`config.mk`:
```
export PLATFORM = sky130hd
export DESIGN_NAME = uart_tx_sched
export DESIGN_NICKNAME = d
export VERILOG_FILES = /design/src/rtl/uart_tx_sched.sv
export SDC_FILE = /design/constraint.sdc
export NUM_CORES = 1
export LEC_CHECK = 0
export BUFFER_PORTS_ARGS = -buffer_cell sky130_fd_sc_hd__clkbuf_2
export CAP_MARGIN = 40
export CORE_MARGIN = 3
export CORE_UTILIZATION = 50
export DETAILED_ROUTE_END_ITERATION = 6
export GPL_TIMING_DRIVEN = 0
export PLACE_DENSITY = 0.76
export SYNTH_ARGS = -nofsm -noshare
export SYNTH_HDL_FRONTEND = slang
export SYNTH_SLANG_ARGS = --single-unit
```
`constraint.sdc`:
```
create_clock -name clk -period 7.67 [get_ports clk]
set_input_delay 1.534 -clock clk [delete_from_list [all_inputs] [get_ports clk]]
set_output_delay 1.534 -clock clk [all_outputs]
set_load 0.05 [all_outputs]
```
`src/rtl/uart_tx_sched.sv`:
```
// Round-robin scheduler sharing one UART transmit line among NUM_REQ byte sources.
// Optional even-parity bit enabled by defining UART_TX_SCHED_PARITY_EN (default 8N1).
module uart_tx_sched #(
    parameter int NUM_REQ = 4,
    parameter int ID_W    = $clog2(NUM_REQ)
) (
    input  logic                 clk,
    input  logic                 rst,
    input  logic [15:0]          div,
    input  logic [NUM_REQ-1:0]   req_valid,
    input  logic [NUM_REQ*8-1:0] req_data,
    output logic [NUM_REQ-1:0]   req_ready,
    output logic                 tx,
    output logic                 busy,
    output logic [ID_W-1:0]      cur_id,
    output logic                 frame_done
);

`ifdef UART_TX_SCHED_PARITY_EN
    typedef enum logic [2:0] {
        ST_IDLE   = 3'd0,
        ST_START  = 3'd1,
        ST_DATA   = 3'd2,
        ST_PARITY = 3'd3,
        ST_STOP   = 3'd4
    } state_t;

    function automatic logic even_parity(input logic [7:0] d);
        return ^d;
    endfunction
`else
    typedef enum logic [2:0] {
        ST_IDLE  = 3'd0,
        ST_START = 3'd1,
        ST_DATA  = 3'd2,
        ST_STOP  = 3'd4
    } state_t;
`endif

    state_t         state_r, state_s;
    logic [15:0]    cnt_r, cnt_s;
    logic [2:0]     bit_idx_r, bit_idx_s;
    logic [7:0]     data_r, data_s;
    logic [15:0]    div_l_r, div_l_s;
    logic [ID_W-1:0] cur_id_r, cur_id_s;
    logic [ID_W-1:0] last_r, last_s;
    logic           tx_r, tx_s;
    logic           busy_r, busy_s;
    logic           frame_done_r, frame_done_s;

    logic           found_s;
    logic [ID_W-1:0] win_s;
    logic           cnt_last_s;
    logic [15:0]    div_clamp_s;

    // Round-robin search starting just above the last winner.
    always_comb begin
        found_s = 1'b0;
        win_s   = '0;
        for (int i = 1; i <= NUM_REQ; i++) begin
            if (!found_s && req_valid[(int'(last_r) + i) % NUM_REQ]) begin
                found_s = 1'b1;
                win_s   = ID_W'((int'(last_r) + i) % NUM_REQ);
            end else begin
                found_s = found_s;
            end
        end
    end

    // Accept strobe is combinational so the transfer happens on the same edge.
    always_comb begin
        req_ready = '0;
        if (state_r == ST_IDLE && !rst && found_s) begin
            req_ready[win_s] = 1'b1;
        end else begin
            req_ready = '0;
        end
    end

    assign div_clamp_s = (div < 16'd2) ? 16'd2 : div;
    assign cnt_last_s  = (cnt_r == (div_l_r - 16'd1));

    // Frame sequencing, bit timer and next-cycle output values.
    always_comb begin
        state_s      = state_r;
        cnt_s        = cnt_r + 16'd1;
        bit_idx_s    = bit_idx_r;
        data_s       = data_r;
        div_l_s      = div_l_r;
        cur_id_s     = cur_id_r;
        last_s       = last_r;
        tx_s         = 1'b1;
        frame_done_s = (state_r == ST_STOP) && (cnt_r == (div_l_r - 16'd2));
        case (state_r)
            ST_IDLE: begin
                cnt_s = 16'd0;
                if (found_s) begin
                    state_s  = ST_START;
                    data_s   = req_data[int'(win_s)*8 +: 8];
                    div_l_s  = div_clamp_s;
                    cur_id_s = win_s;
                    last_s   = win_s;
                end else begin
                    state_s = ST_IDLE;
                end
            end
            ST_START: begin
                if (cnt_last_s) begin
                    state_s   = ST_DATA;
                    cnt_s     = 16'd0;
                    bit_idx_s = 3'd0;
                end else begin
                    state_s = ST_START;
                end
            end
            ST_DATA: begin
                if (cnt_last_s) begin
                    cnt_s     = 16'd0;
                    bit_idx_s = bit_idx_r + 3'd1;
                    if (bit_idx_r == 3'd7) begin
`ifdef UART_TX_SCHED_PARITY_EN
                        state_s = ST_PARITY;
`else
                        state_s = ST_STOP;
`endif
                    end else begin
                        state_s = ST_DATA;
                    end
                end else begin
                    state_s = ST_DATA;
                end
            end
`ifdef UART_TX_SCHED_PARITY_EN
            ST_PARITY: begin
                if (cnt_last_s) begin
                    state_s = ST_STOP;
                    cnt_s   = 16'd0;
                end else begin
                    state_s = ST_PARITY;
                end
            end
`endif
            ST_STOP: begin
                if (cnt_last_s) begin
                    state_s = ST_IDLE;
                    cnt_s   = 16'd0;
                end else begin
                    state_s = ST_STOP;
                end
            end
            default: begin
                state_s = ST_IDLE;
                cnt_s   = 16'd0;
            end
        endcase

        // tx is registered, so it is computed from where the FSM is going.
        case (state_s)
            ST_START: tx_s = 1'b0;
            ST_DATA:  tx_s = data_s[bit_idx_s];
`ifdef UART_TX_SCHED_PARITY_EN
            ST_PARITY: tx_s = even_parity(data_r);
`endif
            default:  tx_s = 1'b1;
        endcase
        busy_s = (state_s != ST_IDLE);
    end

    // State and output registers.
    always_ff @(posedge clk) begin
        if (rst) begin
            state_r      <= ST_IDLE;
            cnt_r        <= 16'd0;
            bit_idx_r    <= 3'd0;
            data_r       <= 8'd0;
            div_l_r      <= 16'd2;
            cur_id_r     <= '0;
            last_r       <= ID_W'(NUM_REQ - 1);
            tx_r         <= 1'b1;
            busy_r       <= 1'b0;
            frame_done_r <= 1'b0;
        end else begin
            state_r      <= state_s;
            cnt_r        <= cnt_s;
            bit_idx_r    <= bit_idx_s;
            data_r       <= data_s;
            div_l_r      <= div_l_s;
            cur_id_r     <= cur_id_s;
            last_r       <= last_s;
            tx_r         <= tx_s;
            busy_r       <= busy_s;
            frame_done_r <= frame_done_s;
        end
    end

    assign tx         = tx_r;
    assign busy       = busy_r;
    assign cur_id     = cur_id_r;
    assign frame_done = frame_done_r;

endmodule
```
# --- Word level (Yosys, flattened, before mapping) ---
# Index checks and enable logic that the tools add are counted.
classes:
  add_sub_neg: 8
  magnitude_cmp: 8
  n_eq_ne: 8
  shifts: 1
  mux: 38
  n_bitwise: 5
  n_reduce_logical: 20
ops:
  columns: ["cell", "n"]
  rows:
  - ["16-bit equality test", 2]
  - ["32-bit by 6-bit variable part select with 8-bit output", 1]
  - ["3-bit by 4-bit < comparator with 1-bit output (second input constant)", 5]
  - ["16-bit by 1-bit adder with 16-bit output (second input constant)", 1]
  - ["16-bit by 2-bit < comparator with 1-bit output (second input constant)", 1]
  - ["16-bit two-way mux", 1]
  - ["8-bit two-way mux", 2]
  - ["16-bit by 1-bit subtractor with 16-bit output (second input constant)", 1]
  - ["16-bit by 2-bit subtractor with 16-bit output (second input constant)", 1]
  - ["1-bit two-way mux", 15]
  - ["3-bit two-way mux", 5]
  - ["3-bit one-hot mux with 4 select lines", 1]
  - ["2-bit two-way mux", 5]
  - ["1-bit binary-select mux with 2-bit select", 4]
  - ["2-bit OR reduction", 4]
  - ["1-bit logical AND", 7]
  - ["3-bit by 1-bit equality test with 1-bit output (second input constant)", 2]
  - ["3-bit by 2-bit equality test with 1-bit output (second input constant)", 2]
  - ["3-bit equality test (second input constant)", 2]
  - ["3-bit one-hot mux with 2 select lines", 1]
  - ["3-bit OR reduction", 2]
  - ["2-bit by 1-bit adder with 2-bit output (second input constant)", 2]
  - ["2-bit adder (second input constant)", 2]
  - ["1-bit bitwise AND (first input constant)", 4]
  - ["12 further kinds", 15]
totals:
  regBits: 53
  inputBits: 54
  output_inout_bits: 9
  word_cells: 98

# --- Logic depth before layout (Yosys ltp) ---
# Gate-level depths: netlist of run 1.
depth:
  word_depth: 22
  mapped_depth: 17
  ltp_nobuf: 17

# --- Worst setup path before layout of run 1 ---
# OpenSTA, ideal clock, no wires.
synth_timing:
  kind: "in2out"
  start: "input port req_valid[2]"
  end: "output port req_ready[1]"
  arrival_ns: 3.648
  t_required_ns: 6.136
  slack_ns: 2.488
  cell_stages: 6
  n_path_buf: 2
  cell_sequence: "nand2b_1 a21boi_0 o221ai_1 clkbuf_1 clkbuf_1 nor2b_1"
synth_via:
  elab_chain_len: 18
  elab_cells_between_ends: 33
  cone_classes: "order compare (2); mux (23); reduce/logical (8)"
synth_lines:
  columns: ["item", "line_no", "source"]
  rows:
  - ["start: declaration", "10", "input logic [NUM_REQ-1:0] req_valid,"]
  - ["1-bit binary-select mux with 2-bit select", "61", "if (!found_s && req_valid[(int'(last_r) + i) % NUM_REQ]) begin"]
  - ["1-bit two-way mux (not written as such) (2 in series)", "61", null]
  - ["1-bit two-way mux", "61", null]
  - ["1-bit logical NOT", "61", null]
  - ["1-bit logical AND", "61", null]
  - ["1-bit two-way mux", "61", null]
  - ["1-bit logical NOT", "61", null]
  - ["1-bit logical AND", "61", null]
  - ["1-bit two-way mux", "61", null]
  - ["1-bit logical NOT", "61", null]
  - ["1-bit logical AND", "61", null]
  - ["2-bit two-way mux", "61", null]
  - ["2-bit by 3-bit < comparator with 1-bit output (not written as such) or 2-bit by 1-bit greater-or-equal comparator with 1-bit output (tied branches)", "74", "req_ready[win_s] = 1'b1;"]
  - ["1-bit logical AND (not written as such)", "74", null]
  - ["1-bit two-way mux (not written as such)", "74", null]
  - ["1-bit demux with 2-bit select", "74", null]
  - ["4-bit two-way mux (*)", "73", "if (state_r == ST_IDLE && !rst && found_s) begin"]
  - ["end: declaration", "12", "output logic [NUM_REQ-1:0] req_ready,"]
# Every way passes the cells marked *; elsewhere a longest branch is shown, timed or not. The select of a mux whose other input is x is not followed.

# --- Final worst setup path of run 1 ---
layout_timing:
  start: "input port req_valid[2]"
  end: "output port req_ready[3]"
# The elaborated chain is that of the path after synthesis.

==> metrics.md, run 1 <==
| Metric | Value |
|---|---|
| Status | `finished clean` |
| Class of the worst hold path | `register to register` |
| Post-Syn Area | `3511 um^2` |
| Most Crowded Layer GR | `met2` |
| Final HPWL DP | `6.811 mm` |
| Ports | `63` |
| Die width | `89.80 um` |
| Leakage | `1.608 nW` |
| Critical path's largest stage delay | `0.51 ns` |
| Pre-antenna DRT Iters | `4` |
| Post-synthesis cell type count | `54` |
| Mean Syn Cell Area | `7.837 um^2` |
| Die Ht | `89.80 um` |
| Post-CTS Setup Repair Bufs | `0` |
| Synthesis-to-finish area growth | `14.93%` |
| CTS H-tree depth | `2` |
| Routed WL | `8.549 mm` |
| Met2 Use GR | `0.3465` |
| Die Area | `8063 um^2` |
| CP Data Arrival Time | `3.77 ns` |
| Fill count | `579` |
| Launch point of the worst reg-to-reg path | `div_l_r[1]$_SDFFE_PP1P_` |
| GR Util met1 | `0.2964` |
| Core area | `6568 um^2` |
| Initial Utilization | `0.5346` |
| Power per Cell Area | `161.3 nW/um^2` |
| GPL Wtd Cong | `0.8895` |
| First-pass GRT wire length | `14.98 mm` |
| Worst Clk Skew | `0.01166 ns` |
| # nets final | `577` |
| Max-cap violations | `0` |
| Max Clk Rate | `0.1887 GHz` |
| FFs w/ async S/R, synth | `0` |
| Register area | `1061 um^2` |
| # placed instances | `603` |
| Longest Clk Path Bufs | `2` |
| Post-synth net total | `508` |
| Fin crit period | `5.301 ns` |
| Slew HR | `0.5597` |
| CP startpoint | `req_valid[2]` |
| Fin util | `0.6144` |
| CP bufs+invs | `4` |
| Worst-path clk slew | `0.11 ns` |
| Root Buffer | `clkbuf_8` |
| Gate Count Post-Synth | `448` |
| Non-Filler Instances | `611` |
| Grt total ovfl | `0` |
| Largest net degree at the start of global routing | `20` |
| Setup violators final | `0` |
| Worst vdd ir | `0.09559 mV` |
| Yosys Warn Count | `0` |
| CTS tree | `done` |
| CP Max Fanout | `10` |
| GR Util met3 | `0.03422` |
| 1st-iter DRT viols | `236` |
| Ant diodes | `0` |
| Worst slew pin tran | `0.6512 ns` |
| Final hold violations | `0` |
| Worst hold slack | `0.4677 ns` |
| Register area share after synthesis | `0.3022` |
| CP Launch Type | `input pin` |
| Slew Viols, Final | `0` |
| Crit path required time | `6.14 ns` |
| Final worst path period share | `0.6911` |
| DR vias | `3,385` |
| Share of cells above drive strength 1 | `0.1757` |
| Post-CTS sizing | `0` |
| DRC Markers | `0` |
| CTS Buf Count | `5` |
| DR WL/cell | `13.99 um` |
| Prevailing post-synth register cell | `dfxtp_1` |
| Setup TNS Final | `0 ns` |
| Crit path max-delay cell type | `clkbuf_1` |
| Skew-Pair Late Insertion Delay | `0.32 ns` |
| Footprint of the multi-input gates | `2247 um^2` |
| RSZ-0062 raised after global routing | `no` |
| Core Rows | `29` |
| CTS Hold Bufs | `0` |
| Clock sinks | `53` |
| Number of synthesized register bits | `53` |
| Initial antenna violation count | `0` |
| Antenna viol nets, final | `0` |
| Total track usage | `0.2165` |
| EDFF count, synth | `0` |
| CP Class | `input pin to output port` |
| PortBufs | `61` |
| CP cell instances | `clkbuf_2, nand2b_1, a21boi_0, o221ai_1, clkbuf_1, clkbuf_1, and3_1, clkbuf_2` |
| Top delay family on crit path | `buffers and inverters` |
| Worst Hold Launch | `cur_id[1]$_SDFFE_PP0P_` |
| Vias in the first global route | `3,256` |
| CP Capture Type | `output port` |
| Drt via density | `5.540` |
==> state kept, by name, indices dropped and copies added (netlist names) <==
name	flops
cur_id	2
data_r	8
state_r	3
bit_idx_r	3
tx	1
last_r	2
busy	1
cnt_r	16
frame_done	1
div_l_r	16
==> final timing paths <==
check | to | slack, ns | depth (start not counted)
setup reg to reg | tx$_SDFF_PP1_ | 3.69 | 13
hold reg to reg | cur_id[1]$_SDFFE_PP0P_ | 0.47 | 2
setup / recovery | req_ready[3] | 2.37 | 8
hold / removal | cur_id[1]$_SDFFE_PP0P_ | 0.47 | 2
==> per-layer routing <==
layer | wire length (um) | vias up
met5 | 0 | -
met4 | 179 | 0
met3 | 438 | 20
met2 | 3859 | 102
met1 | 4072 | 1557
li1 | - | 1706
==> cell type report <==
| type | count | area share |
|---|---|---|
| Sequential cell | 53 | 0.2629 |
| Clock inverter | 3 | 0.007132 |
| Clock buffer | 5 | 0.01705 |
| Inverter | 17 | 0.01581 |
| Timing Repair Buffer | 62 | 0.07690 |
| Tap cell | 93 | 0.02884 |
| Buffer | 32 | 0.03442 |
| Multi-Input combinational cell | 346 | 0.5569 |
==> tightest hold or removal path: stages (launching register included) <==
cell and delay [ns]:
dfxtp_1 0.33, nand2_1 0.05, a21oi_1 0.05
==> cell usage after synthesis, types with 5 or more instances <==
cell type  instances  share of area
nand2b_1           5         0.0089
nand2_1           47          0.050
xor2_1            17          0.042
xnor2_1           23          0.057
mux2i_1           26          0.074
inv_1             17          0.018
clkbuf_1          26          0.028
nor4_1            10          0.018
mux2_2             6          0.019
a211oi_1           5          0.011
o21ai_0            8          0.011
nor2_1            54          0.058
nand3_1           23          0.033
ha_1               6          0.021
nand4_1            6          0.011
and3_1             6          0.011
nor2b_1            7          0.012
dfxtp_1           53           0.30
a21oi_1           32          0.046
nor3_1            10          0.014
==> through the flow <==
stage                     cell area [um^2]  total power [W]  setup WS (ns)
after floorplan                       3511        0.0004359          2.488
after global placement                3933        0.0004777          2.384
after detailed placement              3938        0.0004832          2.338
after CTS                             4035        0.0006536          2.341
after global routing                  4035        0.0006902          2.098
final                                 4035        0.0006507          2.369
==> power breakdown <==
part / switching [W] / total [W] / internal (W)
Clock: 0.000103 / 0.000171 / 0.0000685
Combinational: 0.000104 / 0.000179 / 0.0000742
Sequential: 0.0000107 / 0.000301 / 0.000290
Total: 0.000218 / 0.000651 / 0.000433
==> placed cells by master (no fill, tap or decap), drive strengths merged, types with 4 or more instances in the layout <==
cell,n
o21ai,8
dfxtp,53
nand2b,5
or4,4
nor2,54
o211ai,4
nor4,11
nor2b,7
and3,6
nor3,10
nand2,47
a211oi,6
inv,19
mux2,6
xnor2,23
or3,4
ha,6
buf,7
nand4,6
o21a,4
xor2,17
clkbuf,92
a21oi,32
nand3,23
mux2i,26
==> cell families (layout without fill, tap and decap cells) <==
logic type / count (synthesis) / after routing / synth area share
xor gates and xnor gates: 40 / 40 / 0.09978
DFF: 53 / 53 / 0.3022
buffers and inverters: 49 / 119 / 0.05773
muxes: 32 / 32 / 0.09337
AOI/OAI and AO/OA: 79 / 79 / 0.1593
and+or+nand+nor: 189 / 189 / 0.2662
adders and majority gates: 6 / 6 / 0.02138
Power figures use the tool's default switching activity.
==> run 2, diff against run 1 <==
- PLACE_DENSITY: 0.76 -> 0.79
- clock period: 7.67 -> 4.3 ns (I/O delays scaled with it)
==> metrics.md, run 2 (synthesis gave the netlist of run 1 again) <==
| Metric | Value |
|---|---|
| Status | `finished clean` |
| Sw Ratio | `0.3179` |
| RR Endpoint | `tx$_SDFF_PP1_` |
| CTS tree | `done` |
| CTS Hold Bufs | `0` |
| Clk pwr share | `0.296` |
| Dpl ws | `0.2726 ns` |
| Sequential share of power | `0.442` |
| Crit path required time | `3.44 ns` |
| DR WL/cell | `14.17 um` |
| DRC Markers | `0` |
| Final worst path period share | `0.9318` |
| Commonest non-fill, non-tap cell in the layout | `clkbuf_2` |
| Slew HR | `0.5279` |
| Final worst slack | `0.2933 ns` |
| Gate power share | `0.262` |
| Largest net degree at the start of global routing | `19` |
| Setup TNS Final | `0 ns` |
| Slew Viols, Final | `0` |
| CTS Buf Count | `5` |
| Die Area | `8063 um^2` |
| Worst Reg-to-Reg Cells | `13` |
| Final hold violations | `0` |
| Max Clk Rate | `0.2496 GHz` |
| Final HPWL DP | `6.703 mm` |
| Skew-Pair Late Insertion Delay | `0.32 ns` |
| PortBufs | `61` |
| Vias in the first global route | `3,270` |
| Root Buffer | `clkbuf_8` |
| Int Pwr | `0.0008288 W` |
| Leakage | `1.619 nW` |
| Launch point of the worst reg-to-reg path | `div_l_r[1]$_SDFFE_PP1P_` |
| CP Class | `input pin to output port` |
| Setup violators final | `0` |
| CP Data Arrival Time | `3.15 ns` |
| Share of cells above drive strength 1 | `0.1776` |
| Routed WL | `8.657 mm` |
| Most frequent cells in the layout | `clkbuf_2 (61), nor2_1 (54), dfxtp_1 (53)` |
| Die Ht | `89.80 um` |
| Worst Clk Skew | `0.01600 ns` |
| Core Rows | `29` |
| Switching pwr | `0.0003862 W` |
| Initial Utilization | `0.5346` |
| Pre-antenna DRT Iters | `6` |
| Drt via density | `5.643` |
| Clock sinks | `53` |
| Die width | `89.80 um` |
| Total track usage | `0.2122` |
| Synthesis-to-finish area growth | `15.72%` |
| CP Max Fanout | `10` |
| First-pass GRT wire length | `14.65 mm` |
| CP startpoint | `req_valid[1]` |
| R2R Setup Slk | `0.48 ns` |
| Worst vdd ir | `0.1552 mV` |
| Grt total ovfl | `0` |
| Ant diodes | `0` |
| CP Launch Type | `input pin` |
| # nets final | `577` |
| CP Capture Type | `output port` |
| Antenna viol nets, final | `0` |
| RSZ-0062 raised after global routing | `no` |
| Max-cap violations | `0` |
| Hold depth | `2` |
| DR vias | `3,448` |
| GPL Wtd Cong | `0.8960` |
| Ports | `63` |
| Core area | `6568 um^2` |
| CP Capture Point | `req_ready[3]` |
| Power per Cell Area | `299.1 nW/um^2` |
| 1st-iter DRT viols | `307` |
| Worst Hold Launch | `cur_id[1]$_SDFFE_PP0P_` |
| Top Registers | `cnt_r: 16 flops, div_l_r: 16 flops, data_r: 8 flops` |
| Initial antenna violation count | `0` |
| Worst-path clk slew | `0.11 ns` |
| Longest Clk Path Bufs | `2` |
| Class of the worst hold path | `register to register` |
| Worst slew pin tran | `0.7016 ns` |
| CTS H-tree depth | `2` |
| Fin crit period | `4.007 ns` |
-- run 2: changes by cell type in the layout (fill, tap and decap cells not counted), sizes merged --
cell / delta
bufinv: +1
inv: -1
-- run 2: power by group through the flow --
| stage | Clock (W) | Sequential [W] | Combinational, W |
|---|---|---|---|
| CTS | 0.000364 | 0.000536 | 0.000316 |
| finish | 0.000360 | 0.000537 | 0.000318 |
| global route | 0.000384 | 0.000541 | 0.000352 |
| detailed placement | 0 | 0.000548 | 0.000313 |
| global placement | 0 | 0.000546 | 0.000306 |
| floorplan | 0 | 0.000553 | 0.000224 |
-- run 2: how the worst min path moves through the flow --
stage	endpoint	slack [ns]
after floorplan	div_l_r[15]$_SDFFE_PP0P_	0.45
after global placement	cur_id[1]$_SDFFE_PP0P_	0.45
after detailed placement	cur_id[1]$_SDFFE_PP0P_	0.46
after CTS	cur_id[1]$_SDFFE_PP0P_	0.48
after global routing	cur_id[1]$_SDFFE_PP0P_	0.51
final	cur_id[1]$_SDFFE_PP0P_	0.48
-- run 2: layout make-up --
| class | count | area, um^2 |
|---|---|---|
| clock inverters | 3 | 50.05 |
| fillers | 597 | 2505 |
| plain buffers | 32 | 138.9 |
| clock buffers | 5 | 68.82 |
| repair buffers | 62 | 310.3 |
| well taps | 93 | 116.4 |
| multi-input cells | 346 | 2253 |
| inverters | 17 | 63.81 |
| flip-flops and latches | 53 | 1061 |
-- run 2: critical path, cell delays in order --
cell	delay, ns
clkbuf_2	0.11
nor4_1	0.64
or4_1	0.23
clkbuf_1	0.30
clkbuf_1	0.40
nor2_1	0.15
and3_1	0.22
clkbuf_2	0.23
-- run 2: per-stage QoR --
step,power [W],hold WS [ns],utilization,instances,cell area [um^2]
after floorplan,0.0007775,0.4488,-,448,3511
after global placement,0.0008519,0.4485,0.5988,602,3933
after detailed placement,0.0008611,0.4591,0.5995,603,3938
after CTS,0.001216,0.4753,0.6176,611,4056
after global routing,0.001277,0.5113,0.6186,611,4063
final,0.001215,0.4763,0.6186,611,4063
-- run 2: routing by layer --
layer / global-route usage / vias up / share of wire
met5: 0 / - / 0
met4: 0.05619 / 0 / 0.019
met3: 0.03923 / 16 / 0.062
met2: 0.3596 / 124 / 0.47
met1: 0.2776 / 1602 / 0.45
li1: - / 1706 / -
-- run 2: what timing repair did --
item / CTS / global route
setup endpoints to repair: 0 / 1
gates resized for setup: 0 / 1
setup buffers: 0 / 0
